==> src/rtl/ee357_mult_seq_pkg.sv <==
// Shared constants and state encoding for the
// MULT/MULTU sequencer and its ALU neighbours.
package ee357_mult_seq_pkg;

  localparam int MULT_WIDTH = 32;
  localparam int MULT_CNT_W = 5;

  localparam logic [5:0] FUNC_ADD = 6'b100000;
  localparam logic [5:0] FUNC_SUB = 6'b100010;

  typedef enum logic [2:0] {
    ST_IDLE,
    ST_RUN,
    ST_FIXA,
    ST_FIXB,
    ST_DONE
  } mult_state_e;

  typedef struct packed {
    logic sa;
    logic sb;
  } mult_sign_t;

  function automatic mult_sign_t
    sign_capture(input logic sgn,
                 input logic msb_a,
                 input logic msb_b);
    mult_sign_t s;
    s.sa = sgn & msb_a;
    s.sb = sgn & msb_b;
    return s;
  endfunction

endpackage

==> src/rtl/ee357_mult_seq.sv <==
// Multicycle MULT/MULTU sequencer: drives the shared
// ALU through shift-add iterations plus signed fixups.
module ee357_mult_seq
  import ee357_mult_seq_pkg::*;
#(
  parameter int WIDTH = MULT_WIDTH,
  parameter int CNT_W = MULT_CNT_W
) (
  input  logic             clk,
  input  logic             rst_n,
  input  logic             mult_start,
  input  logic             mult_signed,
  input  logic [WIDTH-1:0] mult_opa,
  input  logic [WIDTH-1:0] mult_opb,
  output logic             mult_busy,
  output logic             mult_done,
  output logic [WIDTH-1:0] mult_hi,
  output logic [WIDTH-1:0] mult_lo,
  output logic [WIDTH-1:0] alu_opa,
  output logic [WIDTH-1:0] alu_opb,
  output logic [5:0]       alu_func,
  input  logic [WIDTH-1:0] alu_res,
  input  logic             alu_cout
);

  localparam logic [CNT_W-1:0] CNT_LAST =
    CNT_W'(WIDTH - 1);

  mult_state_e      state;
  mult_state_e      state_nx;
  logic [WIDTH-1:0] mcand;
  logic [WIDTH-1:0] mplier;
  logic [WIDTH-1:0] hi;
  logic [WIDTH-1:0] lo;
  logic [CNT_W-1:0] cnt;
  mult_sign_t       sgn;
  mult_sign_t       sgn_in;

  assign sgn_in = sign_capture(mult_signed,
                               mult_opa[WIDTH-1],
                               mult_opb[WIDTH-1]);

  always_ff @(posedge clk or negedge rst_n) begin
    if (!rst_n) begin
      state <= ST_IDLE;
    end else begin
      state <= state_nx;
    end
  end

  // IDLE and DONE leave the ALU on ADD 0+0
  always_comb begin
    state_nx = state;
    alu_func = FUNC_ADD;
    alu_opa  = '0;
    alu_opb  = '0;
    unique case (state)
      ST_IDLE: begin
        if (mult_start) state_nx = ST_RUN;
      end
      ST_RUN: begin
        alu_opa = hi;
        alu_opb = lo[0] ? mcand : '0;
        if (cnt == CNT_LAST) begin
          state_nx = (sgn.sa | sgn.sb) ?
                     ST_FIXA : ST_DONE;
        end
      end
      ST_FIXA: begin
        alu_func = FUNC_SUB;
        alu_opa  = hi;
        alu_opb  = sgn.sa ? mplier : '0;
        state_nx = ST_FIXB;
      end
      ST_FIXB: begin
        alu_func = FUNC_SUB;
        alu_opa  = hi;
        alu_opb  = sgn.sb ? mcand : '0;
        state_nx = ST_DONE;
      end
      ST_DONE: begin
        state_nx = ST_IDLE;
      end
      default: begin
        state_nx = ST_IDLE;
      end
    endcase
  end

  always_ff @(posedge clk or negedge rst_n) begin
    if (!rst_n) begin
      mcand  <= '0;
      mplier <= '0;
      hi     <= '0;
      lo     <= '0;
      cnt    <= '0;
      sgn    <= '0;
    end else begin
      unique case (state)
        ST_IDLE: begin
          if (mult_start) begin
            mcand  <= mult_opa;
            mplier <= mult_opb;
            hi     <= '0;
            lo     <= mult_opb;
            cnt    <= '0;
            sgn    <= sgn_in;
          end
        end
        ST_RUN: begin
          // ADD carry becomes the new hi MSB
          {hi, lo} <= {alu_cout, alu_res,
                       lo[WIDTH-1:1]};
          cnt      <= cnt + 1'b1;
        end
        ST_FIXA, ST_FIXB: begin
          hi <= alu_res;
        end
        default: begin
        end
      endcase
    end
  end

  assign mult_busy = (state == ST_RUN)  ||
                     (state == ST_FIXA) ||
                     (state == ST_FIXB);
  assign mult_done = (state == ST_DONE);
  assign mult_hi   = hi;
  assign mult_lo   = lo;

endmodule
==> config.mk <==
export PLATFORM = sky130hd
export DESIGN_NAME = ee357_mult_seq
export DESIGN_NICKNAME = d
export VERILOG_FILES = /design/src/rtl/ee357_mult_seq_pkg.sv /design/src/rtl/ee357_mult_seq.sv
export SDC_FILE = /design/constraint.sdc
export NUM_CORES = 1
export LEC_CHECK = 0
export ABC_AREA = 1
export ABC_CLOCK_PERIOD_IN_PS = 1900
export CAP_MARGIN = 30
export CORE_MARGIN = 2
export CORE_UTILIZATION = 45
export DETAILED_ROUTE_END_ITERATION = 10
export PLACE_DENSITY = 0.92
export RECOVER_POWER = 25
export SLEW_MARGIN = 25
export SYNTH_ARGS = -nofsm -noshare
export SYNTH_HDL_FRONTEND = slang
export SYNTH_SLANG_ARGS = --single-unit
==> constraint.sdc <==
create_clock -name clk -period 1.9 [get_ports clk]
set_clock_uncertainty 0.1 [all_clocks]
set_input_delay 0.38 -clock clk [delete_from_list [all_inputs] [get_ports clk]]
set_output_delay 0.38 -clock clk [all_outputs]
set_load 0.05 [all_outputs]
==> results of run 1 <==
==> power breakdown <==
group | leakage [nW] | internal [W] | switching, W
sequential | 1.71 | 0.00440 | 0.00131
combinational | 3.41 | 0.00540 | 0.00988
clock | 0.315 | 0.00242 | 0.00129
total | 5.43 | 0.0122 | 0.0125
==> per-layer routing <==
layer  up-vias  global-route usage, %
li1       3190                      -
met1      3527                   40.2
met2       558                   50.8
met3       143                   8.08
met4         0                   15.5
met5         -                      0
==> per-stage QoR <==
| step | std cells | worst slack (ps) |
|---|---|---|
| finish | 1283 | -450 |
| detailed placement | 1228 | 102 |
| floorplan | 845 | -204 |
| CTS | 1275 | -339 |
| global placement | 1228 | 106 |
| global route | 1282 | -513 |
==> flip-flops by register name, summed over array words and instances, names as in the netlist <==
| register | flops |
|---|---|
| mcand | 32 |
| mplier | 32 |
| mult_hi | 32 |
| mult_lo | 32 |
| cnt | 5 |
| state | 3 |
| sgn | 2 |
==> critical path: cells and delay by family, from the launching register on <==
family	cells	cell delay, ps
simple gates	5	540
flops	1	420
buf+inv	3	480
==> logic make-up after synthesis <==
| logic type | after synthesis | synth area share [%] |
|---|---|---|
| AOI/OAI and AO/OA | 8 | 0.652 |
| adders and majority gates | 2 | 0.383 |
| and+or+nand+nor | 586 | 38.4 |
| other | 2 | 0.115 |
| DFF | 138 | 52.9 |
| buffers and inverters | 106 | 7.48 |
==> cells in the mapped netlist <==
cell type,instances,area [um2]
nand4_1,32,200
nand2_1,340,1280
inv_1,41,154
o21ai_0,7,35.0
nand3_1,168,841
inv_2,2,7.51
dfrtp_1,138,3450
buf_6,1,11.3
buf_4,14,105
nor2_4,1,11.3
buf_1,4,15.0
conb_1,2,7.51
nand3_2,1,10.0
buf_2,24,120
a21o_1,1,7.51
nor2_1,42,158
ha_1,2,25.0
nor2_2,2,12.5
clkbuf_1,20,75.1
==> cell type report <==
type	count	share of cell area, %
Inverter	43	1.49
Clock buffer	20	4.31
Multi-Input combinational cell	601	27.8
Sequential cell	138	31.9
Timing Repair Buffer	285	30.6
Clock inverter	11	1.77
Tap cell	184	2.12
Antenna cell	1	0.0231
==> timing repair <==
| item | 4_1_cts | 5_1_grt |
|---|---|---|
| cloned | 6 | 4 |
| setup buffers | 9 | 3 |
| endpoints found under the setup margin | 66 | 67 |
| pin swaps | 3 | 19 |
| hold buffers | 1 | 0 |
| resized for setup | 85 | 57 |
| hold endpoints to repair | 43 | 0 |
==> how the worst min path moves through the flow <==
stage            startpoint          to  slack, ps  depth (start not counted)
4_1_cts           mplier[3]   mplier[3]        370                          2
6_report           mcand[8]    mcand[8]        380                          2
3_3_place_gp          rst_n  mplier[11]        250                          1
3_5_place_dp          rst_n  mplier[11]        260                          1
2_1_floorplan         rst_n      cnt[0]        -20                          0
5_1_grt        mult_opa[13]   mcand[13]        410                          3
==> reports/results.ini, run 1 <==
[timing]
setup_ws_ps = -450
finalMaxSlewViolations = 0
worst_pin_slew_ps = 1310
tns_ps = -21620
report.final.setup_viol = 66
period_minus_slack_ps = 2350
period_share_pct = 124
fmax_ghz = 0.425
relSlewSlack_pct = 12.6
whs_ps = 381
hold_violations = 0
rsz0062_at_grt = yes

[placed_design]
place_area_um2 = 9350
gp_congestion = 0.908
port_buffers = 231
dp_hpwl_um = 14700

[clocking]
root_buffer = clkbuf_16
htree_levels = 4
clk_path_buf_depth = 2
cts_tree = yes
clock-sinks = 138
cts-buffers-inserted = 17
clock_latency_ps = 430
clk_pin_slew_worst_paths_ps = 60

[detailed_routing]
drc = 0
wire_per_inst_um = 20.7
detail_route.first_pass.iterations = 5
top_layer_used = met4
wl_met2_um = 12600
vias_per_cell = 5.78
num_vias = 7418
drtIter0Drc = 817
drt-met1-wl_um = 9620
drtAntennaViolNets = 0
routed_wirelength_um = 26500
route.met3.wl_um = 2630

[worst_setup_path]
timing.critical_path.to = alu_opb[12]
r2r-start = state[0]
path_cells = nor2_4, nand2_2, nor2_4, buf_12, clkbuf_16, nand2_1, nand2_2, buf_12
timing.rr.end = mult_hi[14]
cp-start-kind = register
cpMaxStageDelayCell = dfrtp_1
cp.arrival_ps = 1870
critPathLaunch = state[2]
r2r_cells = 10
crit_fanout = 8
worstPathRequired_ps = 1420
endpoint_kind = primary output
r2r_slack_ps = 80
path_class = reg2out
slowest_delay_ps = 420

[die]
start_util_pct = 45.4
ios = 237
chipWidth_um = 124
die-height_um = 124
coreArea_um2 = 14400
dieArea_um2 = 15500
rows = 44

[status]
failed_checks = setup timing
status = complete, but fails checks

[layout]
final_cell_mix = nand2_1 (278), nand3_1 (165), dfrtp_1 (136)
multi_input_area_um2 = 3010
fin_area_um2 = 10800
layout_commonest_cell = nand2_1
regArea_um2 = 3460
fin_util_pct = 75.4
layout.nets = 1189
nFillCells = 865
syn2layout_area_growth_pct = 66.1
drive_gt1_share_pct = 29.6

[global_route]
gr-total-overflow = 0
antenna_found_initial = 1
grt_pass1_vias = 7196
grt_use_total_pct = 31.7
grt_start_max_net_pins = 55
grt_pass1_wl_um = 39000

[synthesis]
yosysWarnings = 0
synth.distinct_cells = 19
syn_avg_cell_area_um2 = 7.75
syn_area_um2 = 6530
synth_seq_cells = 138
synthCells = 842
ys_seq_area_share_pct = 52.9

[run]
maxCapViolCount = 0

[min_path]
hold_class = reg2reg

[power_and_ir_drop]
power_w = 0.0247
p_leak_nw = 5.43
p_per_area_nw_per_um2 = 2280
vdd_drop_max_uv = 1380

No activity file was read; power rests on OpenSTA's default activity.
==> run 2: changes to the inputs <==
--- a/config.mk
+++ b/config.mk
@@ -8,10 +8,12 @@
 export ABC_AREA = 1
 export ABC_CLOCK_PERIOD_IN_PS = 1900
 export CAP_MARGIN = 30
+export CELL_PAD_IN_SITES_DETAIL_PLACEMENT = 0
+export CELL_PAD_IN_SITES_GLOBAL_PLACEMENT = 2
 export CORE_MARGIN = 2
-export CORE_UTILIZATION = 45
+export CORE_UTILIZATION = 24
 export DETAILED_ROUTE_END_ITERATION = 10
-export PLACE_DENSITY = 0.92
+export PLACE_DENSITY = 0.9
 export RECOVER_POWER = 25
 export SLEW_MARGIN = 25
 export SYNTH_ARGS = -nofsm -noshare
==> reports/results.ini, run 2 (synthesis results as in run 1) <==
[layout]
layout_commonest_cell = nand2_1
nFillCells = 2661  ; +210%
multi_input_area_um2 = 3020  ; +0.46%
drive_gt1_share_pct = 29.1  ; -0.48 points
antenna_cells = 0  ; -1
layout.nets = 1189  ; unchanged
final_cell_mix = nand2_1 (279), nand3_1 (166), dfrtp_1 (135)
regArea_um2 = 3460  ; about the same
fin_util_pct = 41.0  ; -34 points
syn2layout_area_growth_pct = 68.5

[detailed_routing]
top_layer_used = met4
drtIter0Drc = 487  ; -40%
vias_per_cell = 4.65  ; -20%
drt-met1-wl_um = 11700  ; +22%
wire_per_inst_um = 17.8  ; -14%
route.met3.wl_um = 1320  ; -50%
drtAntennaViolNets = 0  ; unchanged
routed_wirelength_um = 25700  ; -3.1%
detail_route.first_pass.iterations = 8  ; +3
num_vias = 6698  ; -9.7%
wl_met2_um = 12200  ; -3.0%
drc = 0  ; unchanged

[global_route]
grt_use_total_pct = 17.8  ; -14 points
gr-total-overflow = 0  ; unchanged
antenna_found_initial = 0  ; -1
grt_pass1_vias = 6706  ; -6.8%
grt_pass1_wl_um = 39100  ; +0.25%
grt_start_max_net_pins = 51  ; -7.3%

[worst_setup_path]
cp.arrival_ps = 1770  ; -100 ps
path_cells = nor2_4, nand2_2, nor2_4, buf_6, clkbuf_16, nand2_1, nand2_2, buf_12
r2r_slack_ps = 120  ; +40 ps
endpoint_kind = primary output
critPathBufInv = 3  ; unchanged
crit_fanout = 8  ; unchanged
path_class = reg2out
worstPathRequired_ps = 1420  ; about the same
slowest_delay_ps = 430  ; about the same
crit_family = simple AND/OR/NAND/NOR gates
cpMaxStageDelayCell = dfrtp_2
cp-start-kind = register

[power_and_ir_drop]
swShare_pct = 50.5  ; about the same
seqPwrFrac_pct = 23.1  ; about the same
combPwrFrac_pct = 62.3  ; +0.4 points
p_per_area_nw_per_um2 = 2200  ; -3.6%
p_int_w = 0.0119  ; -2.2%
netSwitchingPower_w = 0.0122  ; -2.3%
vdd_drop_max_uv = 1090  ; -21%
clock_power_share_pct = 14.6  ; -0.4 points
p_leak_nw = 5.47  ; +0.61%

[placed_design]
pre_cts_ws_ps = 51.9  ; -50.0 ps
port_buffers = 231  ; unchanged
dp_hpwl_um = 16500  ; +13%
gp_congestion = 0.787  ; -13%

[clocking]
clk_path_buf_depth = 2  ; unchanged
clock_latency_ps = 410  ; -20 ps
root_buffer = clkbuf_16
cts-buffers-inserted = 17  ; unchanged
cts_tree = yes
htree_levels = 4  ; unchanged
clk_pin_slew_worst_paths_ps = 60  ; about the same
clock-sinks = 138  ; unchanged

[die]
coreArea_um2 = 26800  ; +87%
die-height_um = 169  ; +36%
chipWidth_um = 169  ; +36%
dieArea_um2 = 28500  ; +84%
rows = 60  ; +36%
start_util_pct = 24.3  ; -21 points
ios = 237  ; unchanged

[run]
maxCapViolCount = 0  ; unchanged

[timing]
finalMaxSlewViolations = 0  ; unchanged
rsz0062_at_grt = yes
report.final.setup_viol = 66  ; unchanged
period_share_pct = 119  ; -5.0 points
worst_pin_slew_ps = 1170  ; -142 ps
relSlewSlack_pct = 22.1  ; +9.5 points
hold_violations = 0  ; unchanged
setup_ws_ps = -355  ; +95.4 ps
fmax_ghz = 0.443  ; +4.2%
period_minus_slack_ps = 2250  ; -95.4 ps

[status]
failed_checks = setup timing
status = complete, but fails checks

[min_path]
hold_class = reg2reg

==> run 2: cell type report <==
cell class	count	share of cell area, %
clock buffers	18	3.90
repair buffers	285	30.1
well taps	341	3.88
clock inverters	14	1.67
inverters	43	1.47
flip-flops and latches	138	31.4
multi-input cells	601	27.5
==> run 2: tightest hold or removal path: cells and delay by family (launching register included) <==
kind,cells,cell delay (ps)
and+or+nand+nor,2,90
DFF,1,340
==> run 2: what timing repair did <==
| item | in CTS | in global routing |
|---|---|---|
| pin swaps | 15 | 29 |
| hold buffers | 1 | 0 |
| endpoints found under the setup margin | 65 | 94 |
| hold endpoints to repair | 38 | 0 |
| gates resized for setup | 86 | 61 |
| setup buffers | 7 | 6 |
| gates cloned | 8 | 2 |
==> run 2: routing by layer <==
| layer | vias to the layer above | track usage [%] |
|---|---|---|
| li1 | 3187 | - |
| met1 | 3285 | 24.3 |
| met2 | 197 | 28.3 |
| met3 | 29 | 3.88 |
| met4 | 0 | 5.02 |
| met5 | - | 0 |
==> run 2: path summary, 6_finish.rpt <==
path,start,to,cells past startpoint
max,state[0],alu_opb[0],8
min,mplier[3],mplier[3],2
max reg2reg,state[0],mult_hi[3],9
min reg2reg,mplier[3],mplier[3],2
max in group asynchronous,rst_n,mcand[4],3
min in group asynchronous,rst_n,mult_hi[24],2
==> run 2: metrics by stage <==
step | total power [W] | hold slack [ps] | area (um2) | setup TNS, ps | std cells
floorplan | 0.0138 | -15.6 | 6620 | -5910 | 845
global placement | 0.0186 | 278 | 9530 | 0 | 1385
CTS | 0.0237 | 374 | 10700 | -20280 | 1433
finish | 0.0241 | 373 | 11000 | -19580 | 1440
detailed placement | 0.0187 | 277 | 9530 | 0 | 1385
global route | 0.0255 | 384 | 11000 | -24870 | 1440
==> run 2: power groups by stage <==
| stage | Sequential [W] | Clock, W | Combinational [W] |
|---|---|---|---|
| floorplan | 0.00749 | 0 | 0.00636 |
| global placement | 0.00552 | 0 | 0.0131 |
| detailed placement | 0.00552 | 0 | 0.0132 |
| CTS | 0.00556 | 0.00360 | 0.0145 |
| global route | 0.00579 | 0.00372 | 0.0160 |
| finish | 0.00559 | 0.00352 | 0.0150 |
